## src/rtl/pifo_pkg.sv

```systemverilog
// Shared types and default widths for the PIFO register driver.
package pifo_pkg;

   localparam int L2_REG_WIDTH_DEF = 4;
   localparam int RANK_WIDTH_DEF   = 16;
   localparam int META_WIDTH_DEF   = 12;
   localparam int CNT_WIDTH_DEF    = 32;

   typedef enum logic {
      IDLE = 1'b0,
      HOLD = 1'b1
   } state_t;

   typedef struct packed {
      logic [RANK_WIDTH_DEF-1:0] rank;
      logic [META_WIDTH_DEF-1:0] meta;
   } entry_t;

endpackage

```

## src/rtl/pifo_reg_driver_if.sv

```systemverilog
// Stream-side and PIFO-side signals of the PIFO register driver.
interface pifo_reg_driver_if
   import pifo_pkg::*;
#(
   parameter int L2_REG_WIDTH = L2_REG_WIDTH_DEF,
   parameter int RANK_WIDTH   = RANK_WIDTH_DEF,
   parameter int META_WIDTH   = META_WIDTH_DEF,
   parameter int CNT_WIDTH    = CNT_WIDTH_DEF
);
   logic                    enq_valid;
   logic                    enq_ready;
   logic [RANK_WIDTH-1:0]   enq_rank;
   logic [META_WIDTH-1:0]   enq_meta;
   logic                    deq_valid;
   logic                    deq_ready;
   logic [RANK_WIDTH-1:0]   deq_rank;
   logic [META_WIDTH-1:0]   deq_meta;
   logic                    drop_valid;
   logic [RANK_WIDTH-1:0]   drop_rank;
   logic [META_WIDTH-1:0]   drop_meta;
   logic [CNT_WIDTH-1:0]    drop_cnt;
   logic                    pifo_insert;
   logic                    pifo_remove;
   logic [RANK_WIDTH-1:0]   pifo_rank_in;
   logic [META_WIDTH-1:0]   pifo_meta_in;
   logic                    pifo_full;
   logic                    pifo_valid_out;
   logic                    pifo_max_valid_out;
   logic [RANK_WIDTH-1:0]   pifo_rank_out;
   logic [META_WIDTH-1:0]   pifo_meta_out;
   logic [RANK_WIDTH-1:0]   pifo_max_rank_out;
   logic [META_WIDTH-1:0]   pifo_max_meta_out;
   logic [L2_REG_WIDTH:0]   pifo_num_entries;

   // slave: the driver block; master: scheduler plus PIFO register side
   modport slave (
      input  enq_valid, enq_rank, enq_meta, deq_ready,
      output enq_ready, deq_valid, deq_rank, deq_meta,
      output drop_valid, drop_rank, drop_meta, drop_cnt,
      output pifo_insert, pifo_remove, pifo_rank_in, pifo_meta_in,
      input  pifo_full, pifo_valid_out, pifo_max_valid_out,
      input  pifo_rank_out, pifo_meta_out, pifo_max_rank_out, pifo_max_meta_out,
      input  pifo_num_entries
   );

   modport master (
      output enq_valid, enq_rank, enq_meta, deq_ready,
      input  enq_ready, deq_valid, deq_rank, deq_meta,
      input  drop_valid, drop_rank, drop_meta, drop_cnt,
      input  pifo_insert, pifo_remove, pifo_rank_in, pifo_meta_in,
      output pifo_full, pifo_valid_out, pifo_max_valid_out,
      output pifo_rank_out, pifo_meta_out, pifo_max_rank_out, pifo_max_meta_out,
      output pifo_num_entries
   );

endinterface

```

## src/rtl/pifo_rr_arb2.sv

```systemverilog
// Two-requester round-robin grant; req[0] is dequeue, req[1] is enqueue.
module pifo_rr_arb2 (
   input  logic       clk,
   input  logic       rst,
   input  logic [1:0] req,
   input  logic       upd,
   output logic [1:0] gnt,
   output logic       rr
);

   assign gnt[0] = req[0] && (!req[1] || !rr);
   assign gnt[1] = req[1] && (!req[0] ||  rr);

   // after a grant, priority moves to the other requester
   always_ff @(posedge clk) begin
      if (rst)      rr <= 1'b0;
      else if (upd) rr <= gnt[0];
   end

endmodule

```

## src/rtl/pifo_reg_driver.sv

```systemverilog
// Drives one PIFO register from enqueue/dequeue streams with command spacing
// and full-register evict/drop handling.
//
//   state | meaning
//   IDLE  | commands may be issued to the PIFO
//   HOLD  | one-cycle gap after insert/remove; no commands, streams stalled
module pifo_reg_driver
   import pifo_pkg::*;
#(
   parameter int L2_REG_WIDTH = L2_REG_WIDTH_DEF,
   parameter int RANK_WIDTH   = RANK_WIDTH_DEF,
   parameter int META_WIDTH   = META_WIDTH_DEF,
   parameter int CNT_WIDTH    = CNT_WIDTH_DEF
) (
   input  logic              clk,
   input  logic              rst,
   pifo_reg_driver_if.slave  bus
);

   localparam logic [L2_REG_WIDTH:0] CAP = (L2_REG_WIDTH+1)'(2**L2_REG_WIDTH);

   state_t                state, state_nxt;
   logic                  idle, full, stall;
   logic                  deq_req, enq_req, deq_gnt, enq_gnt, rr;
   logic                  ins, rem, evict, drop_in;
   logic                  drop_q;
   logic [RANK_WIDTH-1:0] drop_rank_q;
   logic [META_WIDTH-1:0] drop_meta_q;
   logic [CNT_WIDTH-1:0]  cnt_q;

   // outputs are forced to their reset values while rst is high
   assign idle    = (state == IDLE) && !rst;
   assign full    = bus.pifo_full || (bus.pifo_num_entries == CAP);
   assign stall   = full && !bus.pifo_max_valid_out;
   assign deq_req = idle && bus.pifo_valid_out && bus.deq_ready;
   assign enq_req = idle && bus.enq_valid && !stall;

   pifo_rr_arb2 u_arb (
      .clk (clk),
      .rst (rst),
      .req ({enq_req, deq_req}),
      .upd (deq_gnt || enq_gnt),
      .gnt ({enq_gnt, deq_gnt}),
      .rr  (rr)
   );

   always_comb begin
      state_nxt = state;
      ins       = 1'b0;
      rem       = 1'b0;
      evict     = 1'b0;
      drop_in   = 1'b0;
      case (state)
         IDLE: begin
            if (deq_gnt) begin
               rem = 1'b1;
            end else if (enq_gnt) begin
               if (!full) begin
                  ins = 1'b1;
               end else if (bus.enq_rank < bus.pifo_max_rank_out) begin
                  ins   = 1'b1;
                  evict = 1'b1;
               end else begin
                  drop_in = 1'b1;
               end
            end
            if (ins || rem) state_nxt = HOLD;
         end
         HOLD:    state_nxt = IDLE;
         default: state_nxt = IDLE;
      endcase
   end

   always_ff @(posedge clk) begin
      if (rst) begin
         state  <= IDLE;
         drop_q <= 1'b0;
         cnt_q  <= '0;
      end else begin
         state  <= state_nxt;
         drop_q <= evict || drop_in;
         if ((evict || drop_in) && (cnt_q != '1)) cnt_q <= cnt_q + 1'b1;
      end
   end

   // evict reports the displaced maximum; a rejected enqueue reports itself
   always_ff @(posedge clk) begin
      if (evict) begin
         drop_rank_q <= bus.pifo_max_rank_out;
         drop_meta_q <= bus.pifo_max_meta_out;
      end else if (drop_in) begin
         drop_rank_q <= bus.enq_rank;
         drop_meta_q <= bus.enq_meta;
      end
   end

   assign bus.enq_ready    = idle && !stall && !(deq_req && !rr);
   assign bus.deq_valid    = idle && bus.pifo_valid_out;
   assign bus.deq_rank     = bus.pifo_rank_out;
   assign bus.deq_meta     = bus.pifo_meta_out;
   assign bus.drop_valid   = drop_q && !rst;
   assign bus.drop_rank    = drop_rank_q;
   assign bus.drop_meta    = drop_meta_q;
   assign bus.drop_cnt     = cnt_q;
   assign bus.pifo_insert  = ins;
   assign bus.pifo_remove  = rem;
   assign bus.pifo_rank_in = bus.enq_rank;
   assign bus.pifo_meta_in = bus.enq_meta;

endmodule

```

## src/flat_wrapper.sv

```systemverilog
// flat-port wrapper written by rule: the top's interface ports become plain ports
module pifo_reg_driver_flat import pifo_pkg::*;
#(
   parameter int L2_REG_WIDTH = L2_REG_WIDTH_DEF,
   parameter int RANK_WIDTH   = RANK_WIDTH_DEF,
   parameter int META_WIDTH   = META_WIDTH_DEF,
   parameter int CNT_WIDTH    = CNT_WIDTH_DEF
)
  (clk, rst, bus_enq_valid, bus_enq_rank, bus_enq_meta, bus_deq_ready, bus_enq_ready, bus_deq_valid, bus_deq_rank, bus_deq_meta, bus_drop_valid, bus_drop_rank, bus_drop_meta, bus_drop_cnt, bus_pifo_insert, bus_pifo_remove, bus_pifo_rank_in, bus_pifo_meta_in, bus_pifo_full, bus_pifo_valid_out, bus_pifo_max_valid_out, bus_pifo_rank_out, bus_pifo_meta_out, bus_pifo_max_rank_out, bus_pifo_max_meta_out, bus_pifo_num_entries);
  pifo_reg_driver_if #(.L2_REG_WIDTH(L2_REG_WIDTH), .RANK_WIDTH(RANK_WIDTH), .META_WIDTH(META_WIDTH), .CNT_WIDTH(CNT_WIDTH)) bus_i ();
  input  logic clk;
  input  logic rst;
  input wire logic [$bits(bus_i.enq_valid)-1:0] bus_enq_valid;
  input wire logic [$bits(bus_i.enq_rank)-1:0] bus_enq_rank;
  input wire logic [$bits(bus_i.enq_meta)-1:0] bus_enq_meta;
  input wire logic [$bits(bus_i.deq_ready)-1:0] bus_deq_ready;
  output wire logic [$bits(bus_i.enq_ready)-1:0] bus_enq_ready;
  output wire logic [$bits(bus_i.deq_valid)-1:0] bus_deq_valid;
  output wire logic [$bits(bus_i.deq_rank)-1:0] bus_deq_rank;
  output wire logic [$bits(bus_i.deq_meta)-1:0] bus_deq_meta;
  output wire logic [$bits(bus_i.drop_valid)-1:0] bus_drop_valid;
  output wire logic [$bits(bus_i.drop_rank)-1:0] bus_drop_rank;
  output wire logic [$bits(bus_i.drop_meta)-1:0] bus_drop_meta;
  output wire logic [$bits(bus_i.drop_cnt)-1:0] bus_drop_cnt;
  output wire logic [$bits(bus_i.pifo_insert)-1:0] bus_pifo_insert;
  output wire logic [$bits(bus_i.pifo_remove)-1:0] bus_pifo_remove;
  output wire logic [$bits(bus_i.pifo_rank_in)-1:0] bus_pifo_rank_in;
  output wire logic [$bits(bus_i.pifo_meta_in)-1:0] bus_pifo_meta_in;
  input wire logic [$bits(bus_i.pifo_full)-1:0] bus_pifo_full;
  input wire logic [$bits(bus_i.pifo_valid_out)-1:0] bus_pifo_valid_out;
  input wire logic [$bits(bus_i.pifo_max_valid_out)-1:0] bus_pifo_max_valid_out;
  input wire logic [$bits(bus_i.pifo_rank_out)-1:0] bus_pifo_rank_out;
  input wire logic [$bits(bus_i.pifo_meta_out)-1:0] bus_pifo_meta_out;
  input wire logic [$bits(bus_i.pifo_max_rank_out)-1:0] bus_pifo_max_rank_out;
  input wire logic [$bits(bus_i.pifo_max_meta_out)-1:0] bus_pifo_max_meta_out;
  input wire logic [$bits(bus_i.pifo_num_entries)-1:0] bus_pifo_num_entries;
  assign bus_i.enq_valid = bus_enq_valid;
  assign bus_i.enq_rank = bus_enq_rank;
  assign bus_i.enq_meta = bus_enq_meta;
  assign bus_i.deq_ready = bus_deq_ready;
  assign bus_enq_ready = bus_i.enq_ready;
  assign bus_deq_valid = bus_i.deq_valid;
  assign bus_deq_rank = bus_i.deq_rank;
  assign bus_deq_meta = bus_i.deq_meta;
  assign bus_drop_valid = bus_i.drop_valid;
  assign bus_drop_rank = bus_i.drop_rank;
  assign bus_drop_meta = bus_i.drop_meta;
  assign bus_drop_cnt = bus_i.drop_cnt;
  assign bus_pifo_insert = bus_i.pifo_insert;
  assign bus_pifo_remove = bus_i.pifo_remove;
  assign bus_pifo_rank_in = bus_i.pifo_rank_in;
  assign bus_pifo_meta_in = bus_i.pifo_meta_in;
  assign bus_i.pifo_full = bus_pifo_full;
  assign bus_i.pifo_valid_out = bus_pifo_valid_out;
  assign bus_i.pifo_max_valid_out = bus_pifo_max_valid_out;
  assign bus_i.pifo_rank_out = bus_pifo_rank_out;
  assign bus_i.pifo_meta_out = bus_pifo_meta_out;
  assign bus_i.pifo_max_rank_out = bus_pifo_max_rank_out;
  assign bus_i.pifo_max_meta_out = bus_pifo_max_meta_out;
  assign bus_i.pifo_num_entries = bus_pifo_num_entries;
  pifo_reg_driver #(.L2_REG_WIDTH(L2_REG_WIDTH), .RANK_WIDTH(RANK_WIDTH), .META_WIDTH(META_WIDTH), .CNT_WIDTH(CNT_WIDTH)) u_core (.clk(clk), .rst(rst), .bus(bus_i));
endmodule
```

## config.mk

```make
export PLATFORM = sky130hd
export DESIGN_NAME = pifo_reg_driver_flat
export DESIGN_NICKNAME = d
export VERILOG_FILES = /design/src/rtl/pifo_pkg.sv /design/src/rtl/pifo_reg_driver_if.sv /design/src/rtl/pifo_rr_arb2.sv /design/src/rtl/pifo_reg_driver.sv /design/src/flat_wrapper.sv
export SDC_FILE = /design/constraint.sdc
export NUM_CORES = 1
export LEC_CHECK = 0
export CAP_MARGIN = 10
export CORE_ASPECT_RATIO = 0.5
export CORE_MARGIN = 2
export CORE_UTILIZATION = 36
export CTS_CLUSTER_DIAMETER = 40
export DETAILED_ROUTE_END_ITERATION = 6
export PLACE_DENSITY = 0.78
export SETUP_SLACK_MARGIN = 0.05
export SLEW_MARGIN = 30
export SYNTH_ARGS = -nofsm -noshare
export SYNTH_HDL_FRONTEND = slang
export SYNTH_HIERARCHICAL = 1
export SYNTH_SLANG_ARGS = --single-unit
```

## constraint.sdc

```tcl
create_clock -name clk -period 3.39 [get_ports clk]
set_input_delay 0.678 -clock clk [delete_from_list [all_inputs] [get_ports clk]]
set_output_delay 0.678 -clock clk [all_outputs]
set_load 0.01 [all_outputs]
```

Yosys cells after proc, flatten, opt, wreduce, memory -nomap -nowiden:

Index checks and enable logic that the tools add are counted.

* word-level logic and storage cells: 62
* output and inout bits: 121
* bits in registers: 63

* bitwise gates (word level): 1
* reduce and logical (&&, ||, !) cells: 27
* order comparisons: 1
* muxes and demuxes: 24
* $add $sub $neg: 1
* equal/unequal tests: 2

Operators by type and width (count)
* adder 32 x 1 -> 32 bit, second input constant: 1
* 2-to-1 mux 16 bit: 2
* inequality test 32 bit, second input constant: 1
* 2-to-1 mux 12 bit: 2
* 2-to-1 mux 1 bit: 19
* less-than comparator 16 bit: 1
* logical AND 1 bit: 13
* zero test 1 bit: 7
* logical OR 1 bit: 6
* == test 5 bit, second input constant: 1
* case mux 1 bit (2 select lines): 1
* nonzero test 2 bit: 1
* NOT 1 bit: 1

Longest topological paths before layout:

* depth after elaboration: 13
* depth in mapped cells: 12
* depth with buffers taken out: 11

Modules after synthesis:

Netlist, hierarchy kept.

Modules (own cells, without submodules)
* pifo_reg_driver: area each 3938.8 um^2, cells each 415, instances 1, sequential area each 1521.5 um^2
* pifo_rr_arb2: area each 67.6 um^2, cells each 7, instances 1, sequential area each 20.0 um^2

Least setup slack after synthesis:

No wires, ideal clock.

* kind: input port to flip-flop
* start: in rst
* end: reg u_core.drop_meta_q[10], in the netlist u_core/bus.drop_meta[10], data pin
* arrival time: 3.095 ns
* setup slack: 0.035 ns
* path buffers: 3
* data required time: 3.130 ns
* cell stages on the path: 12
* path through: clkbuf_1 -> nor2_1 -> o21ai_0 -> nor2_1 -> a21boi_0 -> nor4bb_1 -> a21oi_1 -> inv_2 -> buf_4 -> nand3_2 -> buf_2 -> mux2_2

* elaborated cells on any way between the ends: 16
* classes of those cells: 4 x mux; 12 x reduce/logical

RTL lines
* start: declaration: RTL line flat_wrapper.sv:12 `input logic rst;`
* zero test 1 bit: RTL line pifo_reg_driver.sv:32 `assign idle = (state == IDLE) && !rst;`
* logical AND 1 bit: RTL line pifo_reg_driver.sv:32
* logical AND 1 bit (2 in a row): RTL line pifo_reg_driver.sv:36 `assign enq_req = idle && bus.enq_valid && !stall;`
* net u_core.enq_req: RTL line pifo_reg_driver.sv:24 `logic deq_req, enq_req, deq_gnt, enq_gnt, rr;`
* logical AND 1 bit: RTL line pifo_rr_arb2.sv:12 `assign gnt[1] = req[1] && (!req[0] || rr);`
* net u_core.enq_gnt: RTL line pifo_reg_driver.sv:24
* 2-to-1 mux 1 bit: RTL line pifo_reg_driver.sv:57 `end else if (enq_gnt) begin`
* 2-to-1 mux 1 bit: RTL line pifo_reg_driver.sv:55 `if (deq_gnt) begin`
* 2-to-1 mux 1 bit: RTL line pifo_reg_driver.sv:53 `case (state)`
* 2-to-1 mux 12 bit: RTL line pifo_reg_driver.sv:88 `if (evict) begin`
* end signal: assignment: RTL line pifo_reg_driver.sv:90 `drop_meta_q <= bus.pifo_max_meta_out;`
* end signal: assignment: RTL line pifo_reg_driver.sv:93 `drop_meta_q <= bus.enq_meta;`
* end: declaration: RTL line pifo_reg_driver.sv:28 `logic [META_WIDTH-1:0] drop_meta_q;`

The timed path passes the listed nets, and every way through them passes these cells.
A chain may end at the register's enable or synchronous reset.

Worst setup path after layout:

* start: in bus_pifo_max_rank_out[12]
* end: out bus_pifo_insert

* word-level cells in the longest chain between the ends: 7

Ends and longest elaborated chain
* start: declaration: RTL line flat_wrapper.sv:34 `input wire logic [$bits(bus_i.pifo_max_rank_out)-1:0] bus_pifo_max_rank_out;`
* less-than comparator 16 bit: RTL line pifo_reg_driver.sv:60 `end else if (bus.enq_rank < bus.pifo_max_rank_out) begin`
* 2-to-1 mux 1 bit: RTL line pifo_reg_driver.sv:60
* 2-to-1 mux 1 bit: RTL line pifo_reg_driver.sv:58 `if (!full) begin`
* 2-to-1 mux 1 bit: RTL line pifo_reg_driver.sv:57
* 2-to-1 mux 1 bit: RTL line pifo_reg_driver.sv:55
* 2-to-1 mux 1 bit (2 in a row): RTL line pifo_reg_driver.sv:53
* end: declaration: RTL line flat_wrapper.sv:25 `output wire logic [$bits(bus_i.pifo_insert)-1:0] bus_pifo_insert;`

Every way passes these cells. The select of a mux whose other input is x is not followed.

==> summary by stage <==
CTS
TritonCTS built the clock tree. The tree is rooted in a sky130_fd_sc_hd__clkbuf_16. The number of CTS-inserted buffers is 9. Clock-pin slew was measured on the worst setup and hold paths at 0.05 ns. The number of H-tree levels is 3.

In this run the deepest clock path goes through 2 buffers. For this design, the CTS-stage hold fixing added 0 buffers. The later pin in the worst-skew pair is clocked with a latency of 0.33 ns. The clock sink count is 63.

Critical path
STA classifies the critical path startpoint as a primary input. Data on the critical path arrives at its endpoint at 2.60 ns. STA classifies the critical path endpoint as an output port. The startpoint-to-endpoint class of the critical path is primary input to output port.

Across all register-to-register paths, the minimum setup slack is 0.71 ns. In this run the worst path has a maximum fanout of 2. Data on the critical path is required at its endpoint by 2.71 ns.

GRT
The first global-routing pass estimated 16.8 mm of wire. Across every metal layer, demand over resource in global routing totals 17.1%. The via count of the first global-routing pass is 3475. The initial antenna violation count is 0.

The pin count of the biggest net entering global routing is 48. Global routing finished with a remaining overflow of 0.

Synth
After synthesis, the largest area contributor takes up 21.0% of total cell area. Yosys mapped a number of flops with a built-in enable equal to 28. The sequential share of the synthesized area is 38.5%.

Yosys mapped the design onto 51 distinct sky130hd cell types. Averaged over all synthesized cells, the footprint is 9.49 um^2. The async set or reset register ratio after synthesis is 0%. The synthesized netlist devotes 10.2% of its cell area to compound gates. The synthesized design spends more area on one cell type than any other, namely sky130_fd_sc_hd__edfxtp_1.

When the netlist entered floorplanning its net count stood at 534. The xor/xnor cell area share of the yosys netlist is 0.437%. The main combinational cell family by area after synthesis is simple AND/OR/NAND/NOR gates.

After synthesis, the share of cell area in mux cells is 10.3%. After Yosys synthesis, and, or, nand and nor cells account for 20.8% of the synthesized area. By area the synthesized netlist is led by sky130_fd_sc_hd__edfxtp_1 (21%), sky130_fd_sc_hd__dfxtp_1 (17%), sky130_fd_sc_hd__buf_4 (11%), sky130_fd_sc_hd__mux2_2 (8.2%), sky130_fd_sc_hd__ha_1 (5.0%). The leading register cell type out of synthesis is sky130_fd_sc_hd__dfxtp_1. The synthesized netlist occupies a cell area of 4010 um^2.

The Yosys step of the flow raised 6 warnings. After synthesis the netlist holds a flip-flop and latch count of 63. Synthesis handed over a netlist of 422 instances. The synthesized netlist devotes 5.00% of its cell area to adder and majority cells.

STA
Across the routed clock network, the largest skew measured is 0.00611 ns. The worst hold-check slack is 0.509 ns. The number of pins with negative max-slew slack in the final report is 0. The worst path uses 96.8% of the clock period. The final-report hold violation count is 0.

Setup violations remaining at the end of the flow were counted as 0. Once routing completed, OpenROAD measured the worst setup slack at 0.109 ns. In this run the tightest slew margin relative to its limit is 61.7%. The upper clock frequency limit is 0.305 GHz. The time the final worst path needs with I/O delays and setup is 3.28 ns. Setup repair after global routing could not meet its margin everywhere. At the pin with the least slew margin, the transition time is 0.569 ns.

Place
At the end of routability-driven placement, the weighted congestion stood at 0.813. Timing analysis after detailed placement gives a worst setup slack of -0.490 ns. The placed instance area is 5610 um^2. The wire-length estimate of the detail-placed layout is 7.89 mm. The number of buffers inserted by port buffering is 160.

Power and ir drop
Summed over all cells, the static leakage comes to 0.00229 uW. The power density over the cells is 339 nW/um^2. The design draws 2070 uW. The worst-case vdd ir drop is 0.184 mV.

Final layout
The repair_antennas step left the layout with diodes totalling 0. The post-route netlist has 20.0% of its cells at a drive strength greater than 1. Relative to the synthesized area, the layout overhead comes to 52.3%. For this run, the post-layout net count is 678.

Leaving out fill and tap cells, the most frequent cells in the layout are sky130_fd_sc_hd__clkdlybuf4s50_1 (152), sky130_fd_sc_hd__buf_4 (40), sky130_fd_sc_hd__dfxtp_1 (35). The post-route standard cell area excluding fillers is 6100 um^2. Leaving out fill and tap cells, the most frequent cell in the layout is sky130_fd_sc_hd__clkdlybuf4s50_1.

Routing
The total wire length after detailed routing is 10.9 mm. Dividing the detail-routed wire length by the instance count gives 15.2 um. The vias per cell is 5.07.

The total via count after detailed routing is 3632. The number of iterations in the first detailed-routing pass is 4. Once detail routing completed, the nets flagged for antenna violations numbered 0. The final routed DRC violation total is 0.

The number of DRC markers in iteration 0 is 101.

Floorplanning
In this run the count of I/O pins placed on the die edge is 217. Row generation in the floorplan step produced 27 rows. The core region is 10900 um^2.

The die covers 12000 um^2. From left edge to right edge, the die measures 153 um. The initial core utilization is 36.7%. The die is 78.6 um tall.

Run
Across the run, the number of max-cap violations was 0.

Worst hold path
The type of the most critical hold path is flop to flop.

Outcome
The run finished with clean final reports.
[kinds of logic after synthesis]
kind of cell / Yosys count
buffers and inverters: 99
and+or+nand+nor: 141
DFF: 63
muxes: 37
adders and majority gates: 16
AOI/OAI and AO/OA: 64
xor gates and xnor gates: 2
[report_power, final]
group	internal, uW	switching, uW	total [uW]
Combinational	201	127	328
Sequential	808	4.83	813
Clock	602	325	926
[repair_timing]
| item | 4_1_cts | 5_1_grt |
|---|---|---|
| setup buffers | 0 | 3 |
| pin swaps | 0 | 9 |
| endpoints found under the hold margin | 0 | 0 |
| resized for setup | 11 | 28 |
| endpoints found under the setup margin | 2 | 54 |
[synth_stat cells (7+ instances only)]
cell type                  number
sky130_fd_sc_hd__nor3_1        10
sky130_fd_sc_hd__o31ai_1       15
sky130_fd_sc_hd__edfxtp_1      28
sky130_fd_sc_hd__mux2_2        29
sky130_fd_sc_hd__nor2_1        22
sky130_fd_sc_hd__o21ai_0        7
sky130_fd_sc_hd__a21oi_1       24
sky130_fd_sc_hd__nor2b_1       10
sky130_fd_sc_hd__nand3_1       17
sky130_fd_sc_hd__nand4_1       19
sky130_fd_sc_hd__ha_1          16
sky130_fd_sc_hd__buf_4         57
sky130_fd_sc_hd__or4_1         14
sky130_fd_sc_hd__nand2_1       15
sky130_fd_sc_hd__dfxtp_1       35
sky130_fd_sc_hd__inv_1         30
[through the flow]
stage	util [%]	cells	setup TNS, ns
2_1_floorplan	-	422	0
3_3_place_gp	51.4	697	-6.90
3_5_place_dp	51.4	697	-9.73
4_1_cts	54.4	713	0
5_1_grt	55.9	716	-0.387
6_report	55.9	716	0
[worst paths after layout]
check / to / from / cells past startpoint
max reg2reg: u_core/bus.drop_cnt[27] / u_core/state / 12
min reg2reg: u_core/bus.drop_cnt[20] / u_core/bus.drop_cnt[20] / 2
max: bus_pifo_insert / bus_pifo_max_rank_out[12] / 9
min: u_core/bus.drop_cnt[20] / u_core/bus.drop_cnt[20] / 2
[worst max-delay path, stage by stage]
cell and delay [ns]:
sky130_fd_sc_hd__clkdlybuf4s50_1 0.50, sky130_fd_sc_hd__inv_2 0.05, sky130_fd_sc_hd__ha_4 0.26, sky130_fd_sc_hd__nand4_1 0.10, sky130_fd_sc_hd__a211o_1 0.28, sky130_fd_sc_hd__o31a_1 0.31, sky130_fd_sc_hd__a21oi_2 0.19, sky130_fd_sc_hd__nor4b_2 0.07
sky130_fd_sc_hd__buf_2 0.15
[area by class of cell]
cell class                 instances  area, um^2
clock buffer                      14         297
clock inverter                     2        10.0
inverter                          31         116
multi-input combinational        260        2030
sequential                        63        1540
tap                              145         181
timing repair buffer             201        1930
fill                             987        4810
[routing by layer]
| metal | track usage [%] | share of wire, % |
|---|---|---|
| met1 | 20.8 | 43 |
| met2 | 29.8 | 51 |
| met3 | 4.69 | 5.3 |
| met4 | 5.46 | 0.96 |
| met5 | 0 | 0 |
[registers in the layout, indices dropped and copies added (netlist names)]
signal                cells
u_core/drop_q             1
u_core/bus.drop_rank     16
u_core/state              1
u_core/u_arb/rr           1
u_core/bus.drop_cnt      32
u_core/bus.drop_meta     12
Note: power is estimated with default switching activity, not from simulation.
